[src/rtl/sort_pkg.sv]
// Shared constants and FSM encoding for the merge sorter tree.
package sort_pkg;

    localparam int W       = 32;
    localparam int RUN_LEN = 16;
    localparam int CNT_W   = 6;

    localparam logic [W-1:0] SENTINEL = '1;

    typedef enum logic {
        MERGE = 1'b0,
        FLUSH = 1'b1
    } state_t;

endpackage

[src/rtl/merge_node_fifo2.sv]
// Two-entry input buffer; head is always visible on dout, enq+deq when full is legal.
module fifo2 #(
    parameter int W = 32
) (
    input  logic         clk,
    input  logic         rst_n,
    input  logic         clr,
    input  logic         enq,
    input  logic         deq,
    input  logic [W-1:0] din,
    output logic [W-1:0] dout,
    output logic         empty,
    output logic         full
);

    logic [W-1:0] head_q, tail_q;
    logic [1:0]   cnt_q, cnt_d;
    logic         do_enq, do_deq;

    assign do_deq = deq && (cnt_q != 2'd0);
    assign do_enq = enq && ((cnt_q != 2'd2) || do_deq);

    always_comb begin
        cnt_d = cnt_q;
        case ({do_enq, do_deq})
            2'b10:   cnt_d = cnt_q + 2'd1;
            2'b01:   cnt_d = cnt_q - 2'd1;
            default: cnt_d = cnt_q;
        endcase
    end

    always_ff @(posedge clk or negedge rst_n) begin
        if (!rst_n) begin
            cnt_q  <= '0;
            head_q <= '0;
            tail_q <= '0;
        end else if (clr) begin
            cnt_q <= '0;
        end else begin
            cnt_q <= cnt_d;
            if (do_deq)
                head_q <= tail_q;
            // New word lands in the head slot when the buffer is (or becomes) empty ahead of it.
            if (do_enq) begin
                if ((cnt_q == 2'd0) || ((cnt_q == 2'd1) && do_deq))
                    head_q <= din;
                else
                    tail_q <= din;
            end
        end
    end

    assign dout  = head_q;
    assign empty = (cnt_q == 2'd0);
    assign full  = (cnt_q == 2'd2);

endmodule

[src/rtl/merge_node.sv]
// 2-to-1 merge cell: merges two ascending sentinel-padded runs into one run of 2*RUN_LEN words.
module merge_node
    import sort_pkg::*;
#(
    parameter int W       = sort_pkg::W,
    parameter int RUN_LEN = sort_pkg::RUN_LEN,
    parameter int CNT_W   = sort_pkg::CNT_W
) (
    input  logic         clk,
    input  logic         rst_n,
    input  logic         restart,
    input  logic [W-1:0] a_din,
    input  logic         a_enq,
    output logic         a_full,
    input  logic [W-1:0] b_din,
    input  logic         b_enq,
    output logic         b_full,
    input  logic         full,
    output logic [W-1:0] dout,
    output logic         enq,
    output logic         done
);

    localparam logic [CNT_W-1:0] LAST = CNT_W'(2 * RUN_LEN);

    state_t           state_q, state_d;
    logic [CNT_W-1:0] cnt_q, cnt_d;
    logic [W-1:0]     dout_q, load_val;
    logic             out_v_q;
    logic             ld, load, pop_a, pop_b;
    logic [W-1:0]     a_head, b_head;
    logic             a_empty, b_empty, a_fifo_full, b_fifo_full;

    fifo2 #(.W(W)) u_fifo_a (
        .clk   (clk),
        .rst_n (rst_n),
        .clr   (restart),
        .enq   (a_enq && !restart),
        .deq   (pop_a),
        .din   (a_din),
        .dout  (a_head),
        .empty (a_empty),
        .full  (a_fifo_full)
    );

    fifo2 #(.W(W)) u_fifo_b (
        .clk   (clk),
        .rst_n (rst_n),
        .clr   (restart),
        .enq   (b_enq && !restart),
        .deq   (pop_b),
        .din   (b_din),
        .dout  (b_head),
        .empty (b_empty),
        .full  (b_fifo_full)
    );

    assign enq = out_v_q && !full && !restart;
    assign ld  = !out_v_q || enq;

    always_comb begin
        state_d  = state_q;
        cnt_d    = cnt_q;
        pop_a    = 1'b0;
        pop_b    = 1'b0;
        load     = 1'b0;
        load_val = dout_q;
        if (!restart) begin
            case (state_q)
                MERGE: begin
                    if (ld && !a_empty && !b_empty) begin
                        load  = 1'b1;
                        cnt_d = cnt_q + 1'b1;
                        if (a_head <= b_head) begin
                            pop_a    = 1'b1;
                            load_val = a_head;
                        end else begin
                            pop_b    = 1'b1;
                            load_val = b_head;
                        end
                        if (cnt_d == LAST)
                            state_d = FLUSH;
                    end
                end
                FLUSH: begin
                    // Leftover sentinels are drained so upstream never stalls.
                    pop_a = !a_empty;
                    pop_b = !b_empty;
                    if (ld) begin
                        load     = 1'b1;
                        load_val = '1;
                    end
                end
                default: state_d = MERGE;
            endcase
        end
    end

    always_ff @(posedge clk or negedge rst_n) begin
        if (!rst_n) begin
            state_q <= MERGE;
            cnt_q   <= '0;
            out_v_q <= 1'b0;
            dout_q  <= '0;
        end else if (restart) begin
            state_q <= MERGE;
            cnt_q   <= '0;
            out_v_q <= 1'b0;
            dout_q  <= '0;
        end else begin
            state_q <= state_d;
            cnt_q   <= cnt_d;
            if (ld) begin
                out_v_q <= load;
                if (load)
                    dout_q <= load_val;
            end
        end
    end

    assign a_full = a_fifo_full && !pop_a;
    assign b_full = b_fifo_full && !pop_b;
    assign dout   = dout_q;
    assign done   = (state_q == FLUSH);

endmodule

[config.mk]
export PLATFORM = sky130hd
export DESIGN_NAME = merge_node
export DESIGN_NICKNAME = d
export VERILOG_FILES = /design/src/rtl/sort_pkg.sv /design/src/rtl/merge_node_fifo2.sv /design/src/rtl/merge_node.sv
export SDC_FILE = /design/constraint.sdc
export NUM_CORES = 1
export LEC_CHECK = 0
export CAP_MARGIN = 20
export CORE_MARGIN = 2
export CORE_UTILIZATION = 55
export CTS_CLUSTER_DIAMETER = 60
export DETAILED_ROUTE_END_ITERATION = 10
export GPL_ROUTABILITY_DRIVEN = 0
export GPL_TIMING_DRIVEN = 0
export PLACE_DENSITY_LB_ADDON = 0.08
export SETUP_SLACK_MARGIN = 0.4
export SYNTH_ARGS = -nofsm -noshare
export SYNTH_HDL_FRONTEND = slang
export SYNTH_HIERARCHICAL = 1
export SYNTH_SLANG_ARGS = --single-unit
[constraint.sdc]
create_clock -name clk -period 4.5 [get_ports clk]
set_clock_uncertainty 0.2 [all_clocks]
set_input_delay 0.45 -clock clk [delete_from_list [all_inputs] [get_ports clk]]
set_output_delay 0.45 -clock clk [all_outputs]
set_load 0.005 [all_outputs]
==> impl_metrics.env, run 1 <==
export IMPL_design_core_area_um2=15900
export IMPL_setup_violations_final=0
export IMPL_timing_final_crit_share=0.881
export IMPL_tightest_slew_ns=0.739
export IMPL_p_int_mw=3.65
export IMPL_drt_pass1_iter_count=5
export IMPL_route_detailed_drc=0
export IMPL_post_dp_cell_area_um2=10300
export IMPL_combPwrFrac=0.317
export IMPL_grt_pass1_wl_mm=38.2
export IMPL_fin_util=0.688
export IMPL_cp_required_ns=3.85
export IMPL_p_leak_nw=4.71
export IMPL_setup_tns_ns=0
export IMPL_final_nets=1038
export IMPL_die_x_um=131
export IMPL_setup_ws_ns=0.537
export IMPL_reg2reg_from="u_fifo_a/dout[26]"
export IMPL_ys_seq_area_frac=0.483
export IMPL_clock_sinks=172
export IMPL_antenna_found_initial=0
export IMPL_syn_area_um2=8920
export IMPL_min_from="u_fifo_b/tail_q[28]"
export IMPL_final_area_um2=10900
export IMPL_holdWs_ns=0.298
export IMPL_drt_iter0_drc=678
export IMPL_stdcell_count=1157
export IMPL_slew_headroom=0.506
export IMPL_preCtsSetupSlack_ns=0.140
export IMPL_dr_wl_met3_mm=1.59
export IMPL_end_kind="primary output"
export IMPL_met2_length_mm=11.3
export IMPL_yosysTopAreaCellShare=0.483
export IMPL_drt_met1_wl_mm=10.3
export IMPL_ir_drop_v=0.000314
export IMPL_ios=106
export IMPL_routed_wl_mm=23.6
export IMPL_grt_util_all_layers=0.280
export IMPL_power_density_nw_per_um2=506
export IMPL_timing_critical_path_from="u_fifo_b/dout[19]"
export IMPL_synth_top_area_cell="dfrtp_1"
export IMPL_cts_tree="built"
export IMPL_hpwlAfterDp_mm=16.6
export IMPL_dr_max_layer_used="met4"
export IMPL_syn_to_final_growth_pct=22.5
export IMPL_startpoint_type="register"
export IMPL_ys_async_sr_fraction=1.00
export IMPL_start_util=0.561
export IMPL_synth_edf_count=0
export IMPL_die_h_um=131
export IMPL_post_route_min_period_ns=3.96
export IMPL_synth_cells=797
export IMPL_max_cap_violations=0
export IMPL_grt_max_degree=109
export IMPL_p_sw_mw=1.87
export IMPL_max_freq_mhz=252
export IMPL_finalPower_mw=5.53
export IMPL_yosys_top_cells_area="dfrtp_1 (48%), mux2_2 (8.6%), a221o_1 (7.2%)"
export IMPL_min_path_type="reg2reg"
export IMPL_r2r_slack_ns=0.56
export IMPL_synth_fp_nets=907
export IMPL_finalMaxSlewViolations=0
export IMPL_cts_max_path_buffers=2
export IMPL_crit_path_top_delay_cell="clkdlybuf4s50_1"
export IMPL_place_inst=1119
export IMPL_critPathMostFrequentCell="buf_6"
export IMPL_hold_viol=0
export IMPL_grt_pass1_vias=7177
export IMPL_wl_per_cell_um=20.4
export IMPL_diodes=0
export IMPL_ys_seq_elements=172
export IMPL_io_buffer_count=105
export IMPL_routed_via_density=6.17
export IMPL_final_antenna_net_count=0
export IMPL_die_area_um2=17300
export IMPL_synth_warnings=6
export IMPL_crit_chain="inv_1, ha_1, a21oi_1, o21ai_1, a221oi_2, a31o_4, buf_6, buf_6, nand2_1, a31oi_1, clkdlybuf4s50_1"
export IMPL_rows=46
export IMPL_num_vias=7141
export IMPL_drive_gt1_frac=0.180
export IMPL_rsz0062_at_grt="false"
export IMPL_path_clk_slew_ns=0.07
export IMPL_critPathArrivalTime_ns=3.31
export IMPL_avgSynthCellArea_um2=11.2
export IMPL_htreeDepth=4
export IMPL_slowest_delay_ns=0.55
export IMPL_seqPwrFrac=0.414
export IMPL_root_buffer="clkbuf_16"
export IMPL_power_share_switching=0.339
export IMPL_overflow=0
export IMPL_worstSetupPathType="reg2out"
export IMPL_fill_cells=1193
export IMPL_numCtsBuffers=17
export IMPL_synthDistinctLibCells=53
export IMPL_clk_insertion_delay_late_ns=0.44
export IMPL_synthFlopType="dfrtp_1"
export IMPL_crit_fanout=10
export IMPL_status="finished, final reports clean"
export IMPL_clockPowerShare=0.269
## cells in the mapped netlist (2+ instances only)
cell	number
a311oi_1	31
nand4b_1	2
nor2b_1	69
buf_6	7
nand2_1	12
clkbuf_1	14
a211oi_2	2
xor2_1	3
mux2i_1	3
ha_1	40
a21oi_1	56
o21ai_1	30
nor2_1	54
o21ai_0	9
a211oi_1	4
nand3_1	35
a21oi_2	2
buf_2	27
xnor2_1	2
mux2_2	68
buf_4	6
nand4_4	2
a2111oi_4	2
a221o_1	64
o211ai_1	2
dfrtp_1	172
nand4_1	8
nand3b_1	2
inv_1	42
nand2b_1	3
a21o_1	2
## metal layers
layer	vias up	GRT usage
li1	3213	-
met1	3583	0.393
met2	308	0.448
met3	37	0.0513
met4	0	0.0821
met5	-	0
## logic make-up (layout without fill, tap and decap cells)
group | count (synthesis) | after routing | synth area share
compound gates | 215 | 215 | 0.189
xor+xnor | 5 | 5 | 0.00491
fa+ha+maj | 40 | 40 | 0.0561
buf+inv | 96 | 240 | 0.0526
flops | 172 | 172 | 0.483
mux | 71 | 71 | 0.0892
simple gates | 198 | 198 | 0.126
## sequential cells by signal, indices dropped and copies added (netlist names)
signal / count
u_fifo_a/cnt_q: 2
u_fifo_a/tail_q: 32
u_fifo_b/dout: 32
u_fifo_a/dout: 32
done: 1
cnt_q: 6
u_fifo_b/tail_q: 32
out_v_q: 1
u_fifo_b/cnt_q: 2
dout: 32
## power by group through the flow
| stage | Clock (mW) | Combinational (mW) | Sequential [mW] |
|---|---|---|---|
| after floorplan | 0 | 1.27 | 2.17 |
| final | 1.49 | 1.75 | 2.29 |
| after global routing | 1.57 | 1.93 | 2.34 |
| after CTS | 1.51 | 1.72 | 2.28 |
| after global placement | 0 | 1.63 | 2.28 |
| after detailed placement | 0 | 1.70 | 2.30 |
## repair_timing
| item | in CTS | in global routing |
|---|---|---|
| resized for setup | 0 | 2 |
| setup endpoints to repair | 0 | 81 |
| endpoints found under the hold margin | 64 | 0 |
| setup buffers | 0 | 5 |
| hold buffers | 1 | 0 |
## area by class of cell
type | instances | area (µm²) | area share
flip-flops and latches | 172 | 4300 | 0.394
clock inverters | 14 | 160 | 0.0147
inverters | 42 | 158 | 0.0144
clock buffers | 18 | 429 | 0.0393
repair buffers | 112 | 1130 | 0.104
plain buffers | 54 | 312 | 0.0285
multi-input cells | 529 | 4160 | 0.381
well taps | 216 | 270 | 0.0247
## final timing paths
kind                                       end  cells past startpoint
setup reg to reg             u_fifo_b/dout[17]                     13
hold reg to reg              u_fifo_b/dout[28]                      1
hold / removal               u_fifo_b/dout[28]                      1
min in group asynchronous             cnt_q[2]                      2
max in group asynchronous  u_fifo_b/tail_q[24]                      3
setup / recovery                        b_full                     11
## critical path, delay by kind of cell, from the launching register on
family	cells	cell delay, ns
compound gates	5	1.22
fa+ha+maj	1	0.31
buf+inv	4	0.90
flops	1	0.39
simple gates	1	0.06
## cell usage in the layout, fill, tap and decap left out, types with 5 or more instances in the layout
| cell | netlist | routed |
|---|---|---|
| dfrtp_1 | 172 | 172 |
| buf_2 | 27 | 27 |
| o21ai_0 | 9 | 9 |
| mux2_2 | 68 | 68 |
| nor2b_1 | 69 | 69 |
| o21ai_1 | 30 | 30 |
| clkbuf_1 | 14 | 15 |
| clkbuf_16 | 0 | 17 |
| buf_6 | 7 | 7 |
| a221o_1 | 64 | 64 |
| ha_1 | 40 | 40 |
| inv_1 | 42 | 42 |
| a311oi_1 | 31 | 31 |
| clkdlybuf4s50_1 | 0 | 104 |
| nand3_1 | 35 | 35 |
| buf_4 | 6 | 11 |
| nand2_1 | 12 | 12 |
| inv_6 | 0 | 5 |
| nor2_1 | 54 | 54 |
| nand4_1 | 8 | 8 |
| a21oi_1 | 56 | 56 |
Note: power is estimated with default switching activity, not from simulation.
==> run 2: changes to the inputs <==
--- a/config.mk
+++ b/config.mk
@@ -7,7 +7,7 @@
 export LEC_CHECK = 0
 export CAP_MARGIN = 20
 export CORE_MARGIN = 2
-export CORE_UTILIZATION = 55
+export CORE_UTILIZATION = 45
 export CTS_CLUSTER_DIAMETER = 60
 export DETAILED_ROUTE_END_ITERATION = 10
 export GPL_ROUTABILITY_DRIVEN = 0
==> run 2 against run 1 <==
- largest cell class unchanged
- die area up 22%
- via count down 1.2%
- first-iteration DRC count down 12%
- wire length up 2.3%
- fmax up 1.9%
- sequential share of layout area down 0.32 points
- power down 1.0%
- design area up 0.82%
- core utilization down 12 points
- worst setup slack better by 0.075 ns
- clock power down 3%
- flip-flop and latch count unchanged
==> impl_metrics.env, run 2 (synthesis gave the netlist of run 1 again) <==
export IMPL_min_path_type="reg2reg"
export IMPL_setup_violations_final=0
export IMPL_start_util=0.458
export IMPL_critPathArrivalTime_ns=3.24
export IMPL_startpoint_type="register"
export IMPL_die_h_um=145
export IMPL_crit_path_top_delay_cell="clkdlybuf4s50_1"
export IMPL_syn_to_final_growth_pct=23.5
export IMPL_place_inst=1168
export IMPL_routed_via_density=5.84
export IMPL_fill_cells=1671
export IMPL_grt_pass1_vias=6993
export IMPL_final_common_cell="dfrtp_1"
export IMPL_path_clk_slew_ns=0.07
export IMPL_crit_chain="inv_1, ha_1, nand4_1, nor4_4, and2_4, a31o_4, buf_6, buf_6, nand2_1, a31oi_1, clkdlybuf4s50_1"
export IMPL_drt_pass1_iter_count=5
export IMPL_num_vias=7053
export IMPL_root_buffer="clkbuf_16"
export IMPL_slowest_delay_ns=0.53
export IMPL_timing_critical_path_from="u_fifo_b/dout[26]"
export IMPL_max_cap_violations=0
export IMPL_reg2reg_from="u_fifo_b/dout[26]"
export IMPL_drive_gt1_frac=0.182
export IMPL_design_core_area_um2=19500
export IMPL_p_leak_nw=4.72
export IMPL_finalPower_mw=5.47
export IMPL_final_nets=1040
export IMPL_clock_sinks=172
export IMPL_tightest_slew_ns=0.872
export IMPL_end_kind="primary output"
export IMPL_diodes=0
export IMPL_final_antenna_net_count=0
export IMPL_drt_iter0_drc=597
export IMPL_slew_headroom=0.418
export IMPL_routed_wl_mm=24.1
export IMPL_overflow=0
export IMPL_max_freq_mhz=257
export IMPL_numCtsBuffers=17
export IMPL_grt_max_degree=112
export IMPL_htreeDepth=4
export IMPL_post_dp_cell_area_um2=10300
export IMPL_clk_insertion_delay_late_ns=0.44
export IMPL_hpwlAfterDp_mm=17.1
export IMPL_timing_final_crit_share=0.864
export IMPL_preCtsSetupSlack_ns=0.0961
export IMPL_cts_tree="built"
export IMPL_grt_util_all_layers=0.239
export IMPL_antenna_found_initial=0
export IMPL_cp_required_ns=3.85
export IMPL_cts_max_path_buffers=2
export IMPL_crit_fanout=10
export IMPL_grt_pass1_wl_mm=37.8
export IMPL_setup_ws_ns=0.612
export IMPL_finalMaxSlewViolations=0
export IMPL_met2_length_mm=11.4
export IMPL_ios=106
export IMPL_die_x_um=145
export IMPL_rows=51
export IMPL_path_buf_inv=4
export IMPL_min_from="u_fifo_a/tail_q[15]"
export IMPL_layout_common_cells="dfrtp_1 (172), clkdlybuf4s50_1 (103), nor2b_1 (69)"
export IMPL_worstSetupPathType="reg2out"
export IMPL_ir_drop_v=0.000247
export IMPL_post_route_min_period_ns=3.89
export IMPL_critPathMostFrequentCell="buf_6"
export IMPL_route_detailed_drc=0
export IMPL_setup_tns_ns=0
export IMPL_power_density_nw_per_um2=497
export IMPL_status="finished, final reports clean"
export IMPL_die_area_um2=21000
export IMPL_hold_viol=0
export IMPL_critPathTopFamily="simple AND/OR/NAND/NOR gates"
export IMPL_stdcell_count=1208
export IMPL_wl_per_cell_um=20.0
export IMPL_final_area_um2=11000
export IMPL_dr_wl_met3_mm=1.45
export IMPL_io_buffer_count=105
export IMPL_rsz0062_at_grt="false"
export IMPL_dr_max_layer_used="met4"
export IMPL_drt_met1_wl_mm=10.9
[run 2: final cells by class]
cell class / count / area (µm²) / area share
sequential: 172 / 4300 / 0.391
multi-input combinational: 529 / 4180 / 0.379
timing repair buffer: 114 / 1160 / 0.105
clock buffer: 19 / 443 / 0.0402
tap: 265 / 332 / 0.0301
buffer: 54 / 319 / 0.0290
inverter: 42 / 158 / 0.0143
clock inverter: 13 / 120 / 0.0109
[run 2: what timing repair did]
action / 4_1_cts / 5_1_grt
hold endpoints to repair: 61 / 0
hold buffers: 1 / 0
gates resized for setup: 0 / 9
pin swaps: 1 / 6
endpoints found under the setup margin: 27 / 51
buffers inserted: 2 / 5
[run 2: final timing paths]
kind	to	slack [ns]	cells after the start
worst max-delay path	b_full	0.61	11
worst min-delay path	u_fifo_a/dout[15]	0.29	1
worst max register to register	u_fifo_b/dout[16]	0.62	14
worst min register to register	u_fifo_a/dout[15]	0.29	1
max in group asynchronous	u_fifo_b/dout[23]	2.84	3
min in group asynchronous	cnt_q[4]	0.33	2
[run 2: power breakdown]
group	internal, mW	switching (mW)
combinational	0.862	0.881
sequential	1.96	0.321
clock	0.745	0.700
[run 2: metrics by stage]
step / hold WS, ns / utilization
2_1_floorplan: -0.0456 / -
3_3_place_gp: 0.278 / 0.529
3_5_place_dp: 0.220 / 0.531
4_1_cts: 0.299 / 0.561
5_1_grt: 0.312 / 0.566
6_report: 0.295 / 0.566
[run 2: worst reg2reg max path: cells and delay by family, from the launching register on]
family | cells | cell delay, ns
flip-flops | 1 | 0.39
AO/OA/AOI/OAI | 5 | 1.18
adder cells (fa/ha/maj) | 1 | 0.30
AND/OR/NAND/NOR | 5 | 1.13
buffers and inverters | 3 | 0.54
[run 2: routing by layer]
| metal | GRT usage | up-vias |
|---|---|---|
| met5 | 0 | - |
| met4 | 0.0761 | 0 |
| met3 | 0.0503 | 36 |
| met2 | 0.376 | 250 |
| met1 | 0.332 | 3546 |
| li1 | - | 3221 |
